File: config.mk
export PLATFORM = sky130hd
export DESIGN_NAME = regfile_seq_flat
export DESIGN_NICKNAME = d
export VERILOG_FILES = /design/src/rtl/regfile_seq_if.sv /design/src/rtl/regfile_seq.sv /design/src/flat_wrapper.sv
export SDC_FILE = /design/constraint.sdc
export NUM_CORES = 1
export LEC_CHECK = 0
export CORE_MARGIN = 10
export CORE_UTILIZATION = 49
export CTS_CLUSTER_SIZE = 8
export DETAILED_ROUTE_END_ITERATION = 10
export PLACE_DENSITY = 0.84
export SETUP_SLACK_MARGIN = 0.05
export SYNTH_ARGS = -nofsm -noshare
export SYNTH_HDL_FRONTEND = slang
export SYNTH_SLANG_ARGS = --single-unit
File: constraint.sdc
create_clock -name clk -period 3.6 [get_ports clk]
set_input_delay 1.08 -clock clk [delete_from_list [all_inputs] [get_ports clk]]
set_output_delay 1.08 -clock clk [all_outputs]
set_load 0.01 [all_outputs]
File: src/rtl/regfile_seq_if.sv
// rtl/regfile_seq_if.sv - decode/ALU/register-file side bundle of the register file sequencer
// slave = sequencer view, master = environment (decode, ALU, register file) view.
interface regfile_seq_if #(
  parameter int DW = 6,
  parameter int AW = 3
);
  logic          op_valid;
  logic          op_ready;
  logic [AW-1:0] op_rs1;
  logic [AW-1:0] op_rs2;
  logic [AW-1:0] op_rd;
  logic          op_wb;
  logic [DW-1:0] opa;
  logic [DW-1:0] opb;
  logic          opnd_valid;
  logic          res_valid;
  logic [DW-1:0] res_data;
  logic          done;
  logic          err;
  logic [AW-1:0] reg_addr;
  logic          reg_we;
  logic [DW-1:0] reg_wdata;
  logic [DW-1:0] reg_rdata;

  modport slave (
    input  op_valid, op_rs1, op_rs2, op_rd, op_wb, res_valid, res_data, reg_rdata,
    output op_ready, opa, opb, opnd_valid, done, err, reg_addr, reg_we, reg_wdata
  );

  modport master (
    output op_valid, op_rs1, op_rs2, op_rd, op_wb, res_valid, res_data, reg_rdata,
    input  op_ready, opa, opb, opnd_valid, done, err, reg_addr, reg_we, reg_wdata
  );
endinterface

File: src/rtl/regfile_seq.sv
// rtl/regfile_seq.sv - serialises rs1 read, rs2 read, ALU wait and rd write onto the single register file port
// Optional REGSEQ_SAME_SRC_EN: when rs1==rs2 the second read is skipped and both operands come from RD_A.
module regfile_seq #(
  parameter int DW      = 6,
  parameter int AW      = 3,
  parameter int TIMEOUT = 15
) (
  input  logic         clk,
  input  logic         reset,
  regfile_seq_if.slave bus
);
  localparam int CW = (TIMEOUT > 1) ? $clog2(TIMEOUT) : 1;
  localparam logic [CW-1:0] CNT_LAST = CW'(TIMEOUT - 1);

  typedef enum logic [2:0] {
    S_IDLE,
    S_RD_A,
    S_RD_B,
    S_EXEC,
    S_WB
  } state_t;

  state_t        r_state;
  logic [AW-1:0] r_rs1;
  logic [AW-1:0] r_rs2;
  logic [AW-1:0] r_rd;
  logic          r_wb;
  logic [DW-1:0] r_opa;
  logic [DW-1:0] r_opb;
  logic [DW-1:0] r_wdata;
  logic          r_opnd_valid;
  logic          r_done;
  logic          r_err;
  logic [CW-1:0] r_cnt;
  logic          w_same;
  logic [AW-1:0] w_addr;

`ifdef REGSEQ_SAME_SRC_EN
  assign w_same = (r_rs1 == r_rs2);
`else
  assign w_same = 1'b0;
`endif

  always_ff @(posedge clk) begin
    if (!reset) begin
      r_state      <= S_IDLE;
      r_rs1        <= '0;
      r_rs2        <= '0;
      r_rd         <= '0;
      r_wb         <= 1'b0;
      r_opa        <= '0;
      r_opb        <= '0;
      r_wdata      <= '0;
      r_opnd_valid <= 1'b0;
      r_done       <= 1'b0;
      r_err        <= 1'b0;
      r_cnt        <= '0;
    end else begin
      r_done <= 1'b0;
      r_err  <= 1'b0;
      case (r_state)
        S_IDLE: begin
          if (bus.op_valid) begin
            r_rs1   <= bus.op_rs1;
            r_rs2   <= bus.op_rs2;
            r_rd    <= bus.op_rd;
            r_wb    <= bus.op_wb;
            r_state <= S_RD_A;
          end
        end
        S_RD_A: begin
          r_opa <= bus.reg_rdata;
          if (w_same) begin
            r_opb        <= bus.reg_rdata;
            r_opnd_valid <= 1'b1;
            r_cnt        <= '0;
            r_state      <= S_EXEC;
          end else begin
            r_state <= S_RD_B;
          end
        end
        S_RD_B: begin
          r_opb        <= bus.reg_rdata;
          r_opnd_valid <= 1'b1;
          r_cnt        <= '0;
          r_state      <= S_EXEC;
        end
        S_EXEC: begin
          if (bus.res_valid) begin
            r_wdata      <= bus.res_data;
            r_opnd_valid <= 1'b0;
            // x0 is hard zero, so a write-back to it completes without a WB cycle
            if (r_wb && (r_rd != '0)) begin
              r_state <= S_WB;
            end else begin
              r_done  <= 1'b1;
              r_state <= S_IDLE;
            end
          end else begin
            r_cnt <= r_cnt + 1'b1;
            if ((TIMEOUT != 0) && (r_cnt == CNT_LAST)) begin
              r_err        <= 1'b1;
              r_opnd_valid <= 1'b0;
              r_state      <= S_IDLE;
            end
          end
        end
        S_WB: begin
          r_done  <= 1'b1;
          r_state <= S_IDLE;
        end
        default: r_state <= S_IDLE;
      endcase
    end
  end

  always_comb begin
    w_addr = '0;
    case (r_state)
      S_RD_A:       w_addr = r_rs1;
      S_RD_B:       w_addr = r_rs2;
      S_EXEC, S_WB: w_addr = r_rd;
      default:      w_addr = '0;
    endcase
  end

  // Gated by reset so no register file write can land in a reset cycle
  assign bus.reg_we     = reset && (r_state == S_WB);
  assign bus.op_ready   = reset && (r_state == S_IDLE);
  assign bus.reg_addr   = w_addr;
  assign bus.reg_wdata  = r_wdata;
  assign bus.opa        = r_opa;
  assign bus.opb        = r_opb;
  assign bus.opnd_valid = r_opnd_valid;
  assign bus.done       = r_done;
  assign bus.err        = r_err;
endmodule

File: src/flat_wrapper.sv
// flat-port wrapper written by rule: the top's interface ports become plain ports
module regfile_seq_flat 
#(
  parameter int DW      = 6,
  parameter int AW      = 3,
  parameter int TIMEOUT = 15
)
  (clk, reset, bus_op_valid, bus_op_rs1, bus_op_rs2, bus_op_rd, bus_op_wb, bus_res_valid, bus_res_data, bus_reg_rdata, bus_op_ready, bus_opa, bus_opb, bus_opnd_valid, bus_done, bus_err, bus_reg_addr, bus_reg_we, bus_reg_wdata);
  regfile_seq_if #(.DW(DW), .AW(AW)) bus_i ();
  input  logic clk;
  input  logic reset;
  input wire logic [$bits(bus_i.op_valid)-1:0] bus_op_valid;
  input wire logic [$bits(bus_i.op_rs1)-1:0] bus_op_rs1;
  input wire logic [$bits(bus_i.op_rs2)-1:0] bus_op_rs2;
  input wire logic [$bits(bus_i.op_rd)-1:0] bus_op_rd;
  input wire logic [$bits(bus_i.op_wb)-1:0] bus_op_wb;
  input wire logic [$bits(bus_i.res_valid)-1:0] bus_res_valid;
  input wire logic [$bits(bus_i.res_data)-1:0] bus_res_data;
  input wire logic [$bits(bus_i.reg_rdata)-1:0] bus_reg_rdata;
  output wire logic [$bits(bus_i.op_ready)-1:0] bus_op_ready;
  output wire logic [$bits(bus_i.opa)-1:0] bus_opa;
  output wire logic [$bits(bus_i.opb)-1:0] bus_opb;
  output wire logic [$bits(bus_i.opnd_valid)-1:0] bus_opnd_valid;
  output wire logic [$bits(bus_i.done)-1:0] bus_done;
  output wire logic [$bits(bus_i.err)-1:0] bus_err;
  output wire logic [$bits(bus_i.reg_addr)-1:0] bus_reg_addr;
  output wire logic [$bits(bus_i.reg_we)-1:0] bus_reg_we;
  output wire logic [$bits(bus_i.reg_wdata)-1:0] bus_reg_wdata;
  assign bus_i.op_valid = bus_op_valid;
  assign bus_i.op_rs1 = bus_op_rs1;
  assign bus_i.op_rs2 = bus_op_rs2;
  assign bus_i.op_rd = bus_op_rd;
  assign bus_i.op_wb = bus_op_wb;
  assign bus_i.res_valid = bus_res_valid;
  assign bus_i.res_data = bus_res_data;
  assign bus_i.reg_rdata = bus_reg_rdata;
  assign bus_op_ready = bus_i.op_ready;
  assign bus_opa = bus_i.opa;
  assign bus_opb = bus_i.opb;
  assign bus_opnd_valid = bus_i.opnd_valid;
  assign bus_done = bus_i.done;
  assign bus_err = bus_i.err;
  assign bus_reg_addr = bus_i.reg_addr;
  assign bus_reg_we = bus_i.reg_we;
  assign bus_reg_wdata = bus_i.reg_wdata;
  regfile_seq #(.DW(DW), .AW(AW), .TIMEOUT(TIMEOUT)) u_core (.clk(clk), .reset(reset), .bus(bus_i));
endmodule
# Yosys cells after proc, flatten, opt, wreduce, memory -nomap -nowiden
# Index checks and enable logic that the tools add are counted.
[op_classes] n_eq_ne=8 n_addsub=1 mux=15 n_reduce_logical=13 n_bitwise=2
[op_table] op="two-way mux 3 bit" n=4
[op_table] op="one-hot mux 3 bit (4 select lines)" n=1
[op_table] op="AND reduction 2 bit" n=5
[op_table] op="one-hot mux 3 bit (3 select lines)" n=1
[op_table] op="one-hot mux 4 bit (2 select lines)" n=1
[op_table] op="== test 3 x 2 -> 1 bit (second input constant)" n=2
[op_table] op="two-way mux 1 bit" n=5
[op_table] op="adder 4 x 1 -> 4 bit (second input constant)" n=1
[op_table] op="== test 4 bit (second input constant)" n=1
[op_table] op="two-way mux 4 bit" n=1
[op_table] op="inequality test 2 bit (second input constant)" n=2
[op_table] op="one-hot mux 1 bit (2 select lines)" n=2
[op_table] op="== test 3 x 1 -> 1 bit (second input constant)" n=1
[op_table] op="== test 3 bit (second input constant)" n=1
[op_table] op="logical AND 1 bit" n=3
[op_table] op="logical NOT 3 bit" n=1
[op_table] op="inequality test 3 x 2 -> 1 bit (second input constant)" n=1
[op_table] op="nonzero test 3 bit" n=1
[op_table] op="OR reduction 3 bit" n=1
[op_table] op="inverter 1 bit" n=2
[op_table] op="nonzero test 2 bit" n=1
[op_table] op="OR reduction 2 bit" n=1
[totals] regBits=38 word_cells=51 output_inout_bits=26 in_bits=26

# Longest topological paths before layout
# Gate-level depths: netlist of run 1.
[depth] word_depth=5 ltp_mapped=4 ltp_nobuf=4

# Worst setup path before layout of run 1
# Ideal clock, no wire load.
[synth_path] path_kind="input to output" from="input reset" to="output bus_op_ready" n_path_buf=1 t_arrival_ns=1.672 t_required_ns=2.520 slack_ns=0.848 path_stages=2 cell_sequence="buf_2 > nor4b_1"
[synth_between] elab_chain_len=1
[synth_lines] item="start: declaration" line="flat_wrapper.sv:11" rtl="input logic reset;"
[synth_lines] item="logical AND 1 bit" line="regfile_seq.sv:129" rtl="assign bus.op_ready = reset && (r_state == S_IDLE);"
[synth_lines] item="end: declaration" line="flat_wrapper.sv:20" rtl="output wire logic [$bits(bus_i.op_ready)-1:0] bus_op_ready;"
# Every way passes these cells.

# Final worst setup path of run 1
[layout_path] from="register u_core.r_state[2]" to="output bus_reg_addr[0]"
[layout_between] elab_chain_len=3 elab_cells_between_ends=6 cone_classes="eq/ne (4); mux (1); reduce/logical (1)"
[layout_lines] item="start: declaration" line="regfile_seq.sv:23" rtl="state_t r_state;"
[layout_lines] item="start signal: assignment" line="regfile_seq.sv:46" rtl="r_state <= S_IDLE;"
[layout_lines] item="start signal: assignment" line="regfile_seq.sv:68" rtl="r_state <= S_RD_A;"
[layout_lines] item="start signal: assignment" line="regfile_seq.sv:77" rtl="r_state <= S_EXEC;"
[layout_lines] item="== test 3 x 2 -> 1 bit / == test 3 bit (equally long branches)" line="regfile_seq.sv:119" rtl="case (r_state)"
[layout_lines] item="OR reduction 2 bit" line="regfile_seq.sv:119"
[layout_lines] item="one-hot mux 3 bit (3 select lines) *" line="regfile_seq.sv:119"
[layout_lines] item="end: declaration" line="flat_wrapper.sv:26" rtl="output wire logic [$bits(bus_i.reg_addr)-1:0] bus_reg_addr;"
# Mark *: on every way between the ends. The rest lies on a longest branch, timed or not.

==> results of run 1 <==
-- state kept, by name (all words and copies together), names as in the netlist, 3 cells and up --
| register | flops |
|---|---|
| u_core.bus.opa | 6 |
| u_core.bus.opb | 6 |
| u_core.bus.reg_wdata | 6 |
| u_core.r_cnt | 4 |
| u_core.r_rd | 3 |
| u_core.r_rs1 | 3 |
| u_core.r_rs2 | 3 |
| u_core.r_state | 3 |
-- routing by layer --
metal  part of all wire (%)  vias up  global-route usage [%]
met5                      0        -                       0
met4                    1.4        0                    4.84
met3                    6.1        5                    5.88
met2                     52       35                    25.0
met1                     41      679                    15.6
li1                       -      725                       -
-- power by group --
part | internal (mW) | switching (mW) | leakage (nW)
Clock | 0.235 | 0.146 | 0.0585
Combinational | 0.0661 | 0.0517 | 0.530
Sequential | 0.438 | 0.0166 | 0.309
-- cell usage after synthesis (all sizes together) (2+ instances only) --
cell type	n
clkbuf	4
nor3b	3
or3	2
a22oi	2
and2	2
nor2	3
ha	2
inv	2
o21ai	14
a21oi	4
o2bb2ai	2
buf	8
nand2b	2
mux2i	12
nand3b	2
o31ai	3
nand2	24
or4	2
nor3	2
nand3	13
a21boi	9
dfxtp	38
nor2b	14
-- critical path, delay by kind of cell (launching register included) --
kind | cells | cell delay (ns)
simple gates | 2 | 0.60
flops | 1 | 0.58
buf+inv | 1 | 0.56
compound gates | 1 | 0.12
-- worst max-delay path by stage --
stage | cells past startpoint | slack (ns) | to | start
3_5_place_dp | 3 | 0.04 | bus_op_ready | reset
5_1_grt | 4 | 0.17 | bus_reg_addr[2] | u_core.r_state[2]$_SDFFE_PN0P_
2_1_floorplan | 2 | 0.85 | bus_op_ready | reset
6_report | 4 | 0.31 | bus_reg_addr[0] | u_core.r_state[2]$_SDFFE_PN0P_
3_3_place_gp | 3 | 0.02 | bus_op_ready | reset
4_1_cts | 4 | 0.30 | bus_reg_addr[0] | u_core.r_state[2]$_SDFFE_PN0P_
-- area by class of cell --
| type | instances | share of cell area, % |
|---|---|---|
| Tap cell | 44 | 2.40 |
| Sequential cell | 38 | 33.2 |
| Clock inverter | 2 | 2.62 |
| Multi-Input combinational cell | 126 | 35.7 |
| Timing Repair Buffer | 55 | 23.5 |
| Clock buffer | 6 | 2.24 |
| Inverter | 2 | 0.328 |
-- logic make-up after synthesis --
logic type | share of synthesized area [%]
flip-flops | 46.3
AND/OR/NAND/NOR | 25.6
AO/OA/AOI/OAI | 14.7
buffers and inverters | 3.88
multiplexers | 8.00
adder cells (fa/ha/maj) | 1.52
-- per-stage QoR --
| stage | power (mW) | setup WS [ns] | utilization (%) |
|---|---|---|---|
| floorplan | 0.519 | 0.848 | - |
| global placement | 0.577 | 0.0175 | 69.8 |
| detailed placement | 0.583 | 0.0433 | 69.8 |
| CTS | 0.960 | 0.297 | 73.2 |
| global route | 0.987 | 0.167 | 73.2 |
| finish | 0.954 | 0.309 | 73.2 |
==> impl_results.md, run 1 <==
- Status: completed
- Cells after synthesis: 178
- Antenna viol nets, final: 0
- Number of setup buffers added after CTS: 0
- Post-synth ARST share: 0%
- GRT overflow: 0
- # rows: 20
- Clock skew: 0.0108 ns
- Area grow syn2layout: 39.5%
- Distinct cells, synth: 38
- P per Cell Area: 416 nW/µm²
- Reg-to-reg slack, setup: 1.81 ns
- Most frequent cells in the layout: clkdlybuf4s50_1 (49), dfxtp_1 (38), nand2_1 (24)
- Number of enable flip-flop cells after synthesis: 0
- Proportion of layout cells with a drive suffix above 1: 7.42%
- CTS max path bufs: 2
- Mapped Area: 1640 µm²
- Final setup vio count: 0
- Min-delay src: u_core.r_wb$_SDFFE_PN0P_
- Diode count: 0
- Mean post-synth cell area: 9.23 µm²
- CTS Buf Count: 5
- Clk sink count: 38
- Most common cell after layout, fill and taps aside: clkdlybuf4s50_1
- Tmin final: 3.29 ns
- Leading area contributor after synthesis: dfxtp_1
- First-pass GRT wire length: 7190 µm
- CTS tree: yes
- Worst R2R Start: u_core.r_state[1]$_SDFFE_PN0P_
- Worst Hold Endpoint: u_core.r_wb$_SDFFE_PN0P_
- Final net count: 256
- # DRC: 0
- Fin cells: 273
- CTS Hold Bufs: 0
- Hold path depth: 2
- CP Cell Sequence: nor3b_1 -> nand2b_1 -> o2bb2ai_1 -> clkdlybuf4s50_1
- Setup CP Type: reg -> out
- Max incr delay on CP: 0.58 ns
- Ports: 52
- Sequential area share after synthesis: 46.3%
- DIE AREA: 6070 µm²
- 1st-iter DRT viols: 56
- Die width: 77.9 µm
- Critical Path AT: 2.21 ns
- Fillcell total: 238
- Setup TNS: 0 ns
- CTS H-tree depth: 2
- Starting Density: 52.5%
- Worst-Skew Late Latency: 0.35 ns
- Final Max Tran Viols: 0
- Antenna violations before repair: 0
- Via Count: 1,444
- Leakage: 0.898 nW
- RR Endpoint: u_core.bus.done$_SDFF_PN0_
- F_max: 304 MHz
- Mapped Nets: 206
- Pin count of the biggest net entering global routing: 28
- Slowest cell on crit path: dfxtp_1
- Cell area after layout: 2290 µm²
- Slew headroom: 59.6%
- Final Hold Fails: 0
- Vias in the first global route: 1,455
- Worst Tran Pin Value: 0.604 ns
- R2R depth: 3
- DR pass1 iterations: 4
- Placed Area: 2180 µm²
- Die Ht: 77.9 µm
- Routability Congestion: 0.760
- Max cap viols: 0
- Period utilization: 91.4%
- Max FO, Critical Path: 14
- CP endpoint kind: primary output
- Max VDD drop: 0.347 mV
- Gr usage total: 14.4%
- Drt wl/cell: 15.7 µm
- Req. time, crit path: 2.52 ns
- Post-Route WL: 4290 µm
- Worst hold slack: 0.468 ns
- Area occupied by registers: 761 µm²
- Share of the synthesized area in the top cell type: 46.3%
- CTS root buf: clkbuf_4
- Synth Register Bits: 38
- Post-CTS resize count: 2
- Port bufs: 51
- Vias per cell: 5.29
- Multi-input logic area: 818 µm²
- Reg clk slew, reported paths: 0.11 ns
- Synth warnings: 0
- Placed cell count: 265
- Unrepaired setup endpoints after global routing: false
- Core ar.: 3130 µm²
- Ys flop type: dfxtp_1
- Min-delay worst type: reg -> reg
- Largest cells by area after synthesis: dfxtp_1 (46%), mux2i_1 (7.3%), nand2_1 (5.5%)
- CP Launch Type: flip-flop
- Hpwl dp: 3290 µm
No activity file was read; power rests on OpenSTA's default activity.
==> run 2, diff against run 1 <==
--- a/config.mk
+++ b/config.mk
@@ -5,10 +5,12 @@
 export SDC_FILE = /design/constraint.sdc
 export NUM_CORES = 1
 export LEC_CHECK = 0
+export CAP_MARGIN = 10
 export CORE_MARGIN = 10
 export CORE_UTILIZATION = 49
 export CTS_CLUSTER_SIZE = 8
 export DETAILED_ROUTE_END_ITERATION = 10
+export GPL_ROUTABILITY_DRIVEN = 0
 export PLACE_DENSITY = 0.84
 export SETUP_SLACK_MARGIN = 0.05
 export SYNTH_ARGS = -nofsm -noshare
==> results of run 2 <==
The final DEF is identical to that of run 1; final timing and power are the same.
==> run 3, diff against run 2 <==
--- a/config.mk
+++ b/config.mk
@@ -5,13 +5,14 @@
 export SDC_FILE = /design/constraint.sdc
 export NUM_CORES = 1
 export LEC_CHECK = 0
+export ABC_AREA = 1
 export CAP_MARGIN = 10
 export CORE_MARGIN = 10
-export CORE_UTILIZATION = 49
+export CORE_UTILIZATION = 48
 export CTS_CLUSTER_SIZE = 8
 export DETAILED_ROUTE_END_ITERATION = 10
 export GPL_ROUTABILITY_DRIVEN = 0
-export PLACE_DENSITY = 0.84
+export PLACE_DENSITY = 0.83
 export SETUP_SLACK_MARGIN = 0.05
 export SYNTH_ARGS = -nofsm -noshare
 export SYNTH_HDL_FRONTEND = slang
==> impl_results.md, run 3 <==
- Gr usage total: 12.8% (-1.7 points)
- Mean post-synth cell area: 8.00 µm² (-13%)
- Vias in the first global route: 1,442 (-0.89%)
- Largest cells by area after synthesis: dfxtp_1 (49%), a21oi_1 (8.3%), nand2_1 (8.2%)
- CP Launch Type: primary input
- Max incr delay on CP: 0.48 ns (-0.10 ns)
- Leakage: 0.854 nW (-4.9%)
- CTS tree: yes
- Final Max Tran Viols: 0 (unchanged)
- Mapped Area: 1560 µm² (-5.0%)
- Proportion of layout cells with a drive suffix above 1: 8.84% (+1.4 points)
- Vias per cell: 4.84 (-8.5%)
- DR pass1 iterations: 5 (+1)
- Core ar.: 3080 µm² (-1.6%)
- Most frequent cell after synthesis: dfxtp_1
- Pin count of the biggest net entering global routing: 21 (-25%)
- Post-synth ARST share: 0% (unchanged)
- CTS H-tree depth: 2 (unchanged)
- CTS max path bufs: 2 (unchanged)
- Worst Tran Pin Value: 0.391 ns (-0.213 ns)
- Max cap viols: 0 (unchanged)
- Synth warnings: 0 (unchanged)
- Post-Route WL: 3740 µm (-13%)
- Area occupied by registers: 761 µm² (unchanged)
- 1st-iter DRT viols: 52 (-7.1%)
- Max VDD drop: 0.215 mV (-38%)
- Setup CP Type: in -> out
- Port bufs: 51 (unchanged)
- Unrepaired setup endpoints after global routing: false
- Synth Register Bits: 38 (unchanged)
- Starting Density: 50.7% (-1.8 points)
- Share of the synthesized area in the top cell type: 48.8% (+2.5 points)
- Placed Area: 2090 µm² (-4.2%)
- Die width: 77.0 µm (-1.1%)
- Hpwl dp: 2940 µm (-11%)
- Ports: 52 (unchanged)
- GRT overflow: 0 (unchanged)
- Most frequent cells in the layout: clkdlybuf4s50_1 (49), dfxtp_1 (38), nand2_1 (34)
- Req. time, crit path: 2.52 ns (about the same)
- Final net count: 276 (+7.8%)
- Tmin final: 3.26 ns (-0.0298 ns)
- # DRC: 0 (unchanged)
- First-pass GRT wire length: 6200 µm (-14%)
- Cell area after layout: 2150 µm² (-6.1%)
- Drt wl/cell: 12.8 µm (-19%)
- Area grow syn2layout: 37.9%
- Cells after synthesis: 195 (+9.6%)
- DIE AREA: 5930 µm² (-2.3%)
- Ys flop type: dfxtp_1
- List of most frequent post-synthesis cells: dfxtp_1 (38), nand2_1 (34), a21oi_1 (26)
- Clk sink count: 38 (unchanged)
- Multi-input logic area: 667 µm² (-19%)
- Antenna viol nets, final: 0 (unchanged)
- Critical Path AT: 2.18 ns (-0.03 ns)
- Number of setup buffers added after CTS: 0 (unchanged)
- Slowest cell on crit path: clkdlybuf4s50_1
- Mapped Nets: 223 (+8.3%)
- CP Cell Sequence: clkdlybuf4s50_1 -> inv_1 -> nor4_1 -> dlygate4sd2_1
- Fillcell total: 272 (+14%)
- Status: completed
- Final Hold Fails: 0 (unchanged)
- Final setup vio count: 0 (unchanged)
- Setup TNS: 0 ns (unchanged)
- P per Cell Area: 415 nW/µm² (-0.26%)
- Die Ht: 77.0 µm (-1.1%)
- Sequential area share after synthesis: 48.8% (+2.5 points)
- Diode count: 0 (unchanged)
- Leading area contributor after synthesis: dfxtp_1
- Number of enable flip-flop cells after synthesis: 0 (unchanged)
- Slew headroom: 73.9% (+14 points)
- CP endpoint kind: primary output
- CTS Buf Count: 5 (unchanged)
- Min-delay worst type: reg -> reg
- Worst-Skew Late Latency: 0.35 ns (about the same)
- Via Count: 1,418 (-1.8%)
- CTS root buf: clkbuf_4
- F_max: 307 MHz (+0.91%)
- # rows: 20 (unchanged)
- Distinct cells, synth: 29 (-24%)
- Period utilization: 90.6% (-0.83 points)
- Reg clk slew, reported paths: 0.10 ns (about the same)
- Antenna violations before repair: 0 (unchanged)
- Most common cell after layout, fill and taps aside: clkdlybuf4s50_1
- Clock skew: 0.00398 ns (-0.00678 ns)
- Max FO, Critical Path: 2 (-12)
## run 3: cell count changes in the layout (fill, tap and decap cells not counted), moves of 10 or more
cell,previous run,this run
nand2_1,24,34
o21ai_0,4,14
nor2b_1,14,0
inv_1,2,17
nor2_1,3,18
mux2i_1,12,0
a21oi_1,4,26
## run 3: cell families (layout without fill, tap and decap cells)
kind of cell | count (synthesis) | after routing | synth area share, %
AND/OR/NAND/NOR | 76 | 76 | 22.9
flip-flops | 38 | 38 | 48.8
AO/OA/AOI/OAI | 51 | 51 | 18.2
adder cells (fa/ha/maj) | 2 | 2 | 1.60
buffers and inverters | 28 | 82 | 8.50
## run 3: path summary, 6_finish.rpt
check	from	to	slack (ns)	cells past startpoint
setup / recovery	reset	bus_op_ready	0.34	4
hold reg to reg	u_core.r_wb$_SDFFE_PN0P_	u_core.r_wb$_SDFFE_PN0P_	0.45	2
hold / removal	u_core.r_wb$_SDFFE_PN0P_	u_core.r_wb$_SDFFE_PN0P_	0.45	2
setup reg to reg	u_core.r_state[2]$_SDFFE_PN0P_	u_core.r_rs1[2]$_SDFFE_PN0P_	2.15	4
## run 3: repair_timing
action | CTS | global route
setup endpoints to repair | 1 | 1
gates resized for setup | 1 | 1
hold buffers | 0 | 0
## run 3: layout make-up
| cell class | count | share of cell area [%] |
|---|---|---|
| inverters | 20 | 3.49 |
| clock inverters | 1 | 0.233 |
| flip-flops and latches | 38 | 35.3 |
| multi-input cells | 129 | 31.0 |
| clock buffers | 7 | 2.56 |
| repair buffers | 54 | 24.8 |
| well taps | 44 | 2.56 |
## run 3: critical path, delay by kind of cell
family        cells  cell delay [ns]
buf+inv           3             0.88
simple gates      1             0.22
## run 3: routing by layer
| layer | share of wire [%] | global-route usage, % | vias to the layer above |
|---|---|---|---|
| met5 | 0 | 0 | - |
| met3 | 8.7 | 6.18 | 7 |
| met1 | 43 | 13.5 | 623 |
| met2 | 46 | 20.7 | 42 |
| met4 | 2.2 | 6.57 | 0 |
| li1 | - | - | 746 |
## run 3: metrics by stage
step / setup WS, ns / util [%] / power, mW / hold WS (ns) / cells
after floorplan: 0.870 / - / 0.590 / 0.423 / 195
after global placement: 0.0454 / 67.9 / 0.669 / 0.435 / 285
after detailed placement: 0.0372 / 67.9 / 0.675 / 0.441 / 285
after CTS: 0.0632 / 69.8 / 0.900 / 0.457 / 293
after global routing: 0.282 / 69.9 / 0.936 / 0.483 / 293
final: 0.338 / 69.9 / 0.893 / 0.452 / 293
## run 3: where the power goes
part,switching (mW),total [mW],internal (mW)
sequential,0.0182,0.471,0.453
clock,0.136,0.231,0.0946
combinational,0.0979,0.191,0.0934
total,0.252,0.893,0.641
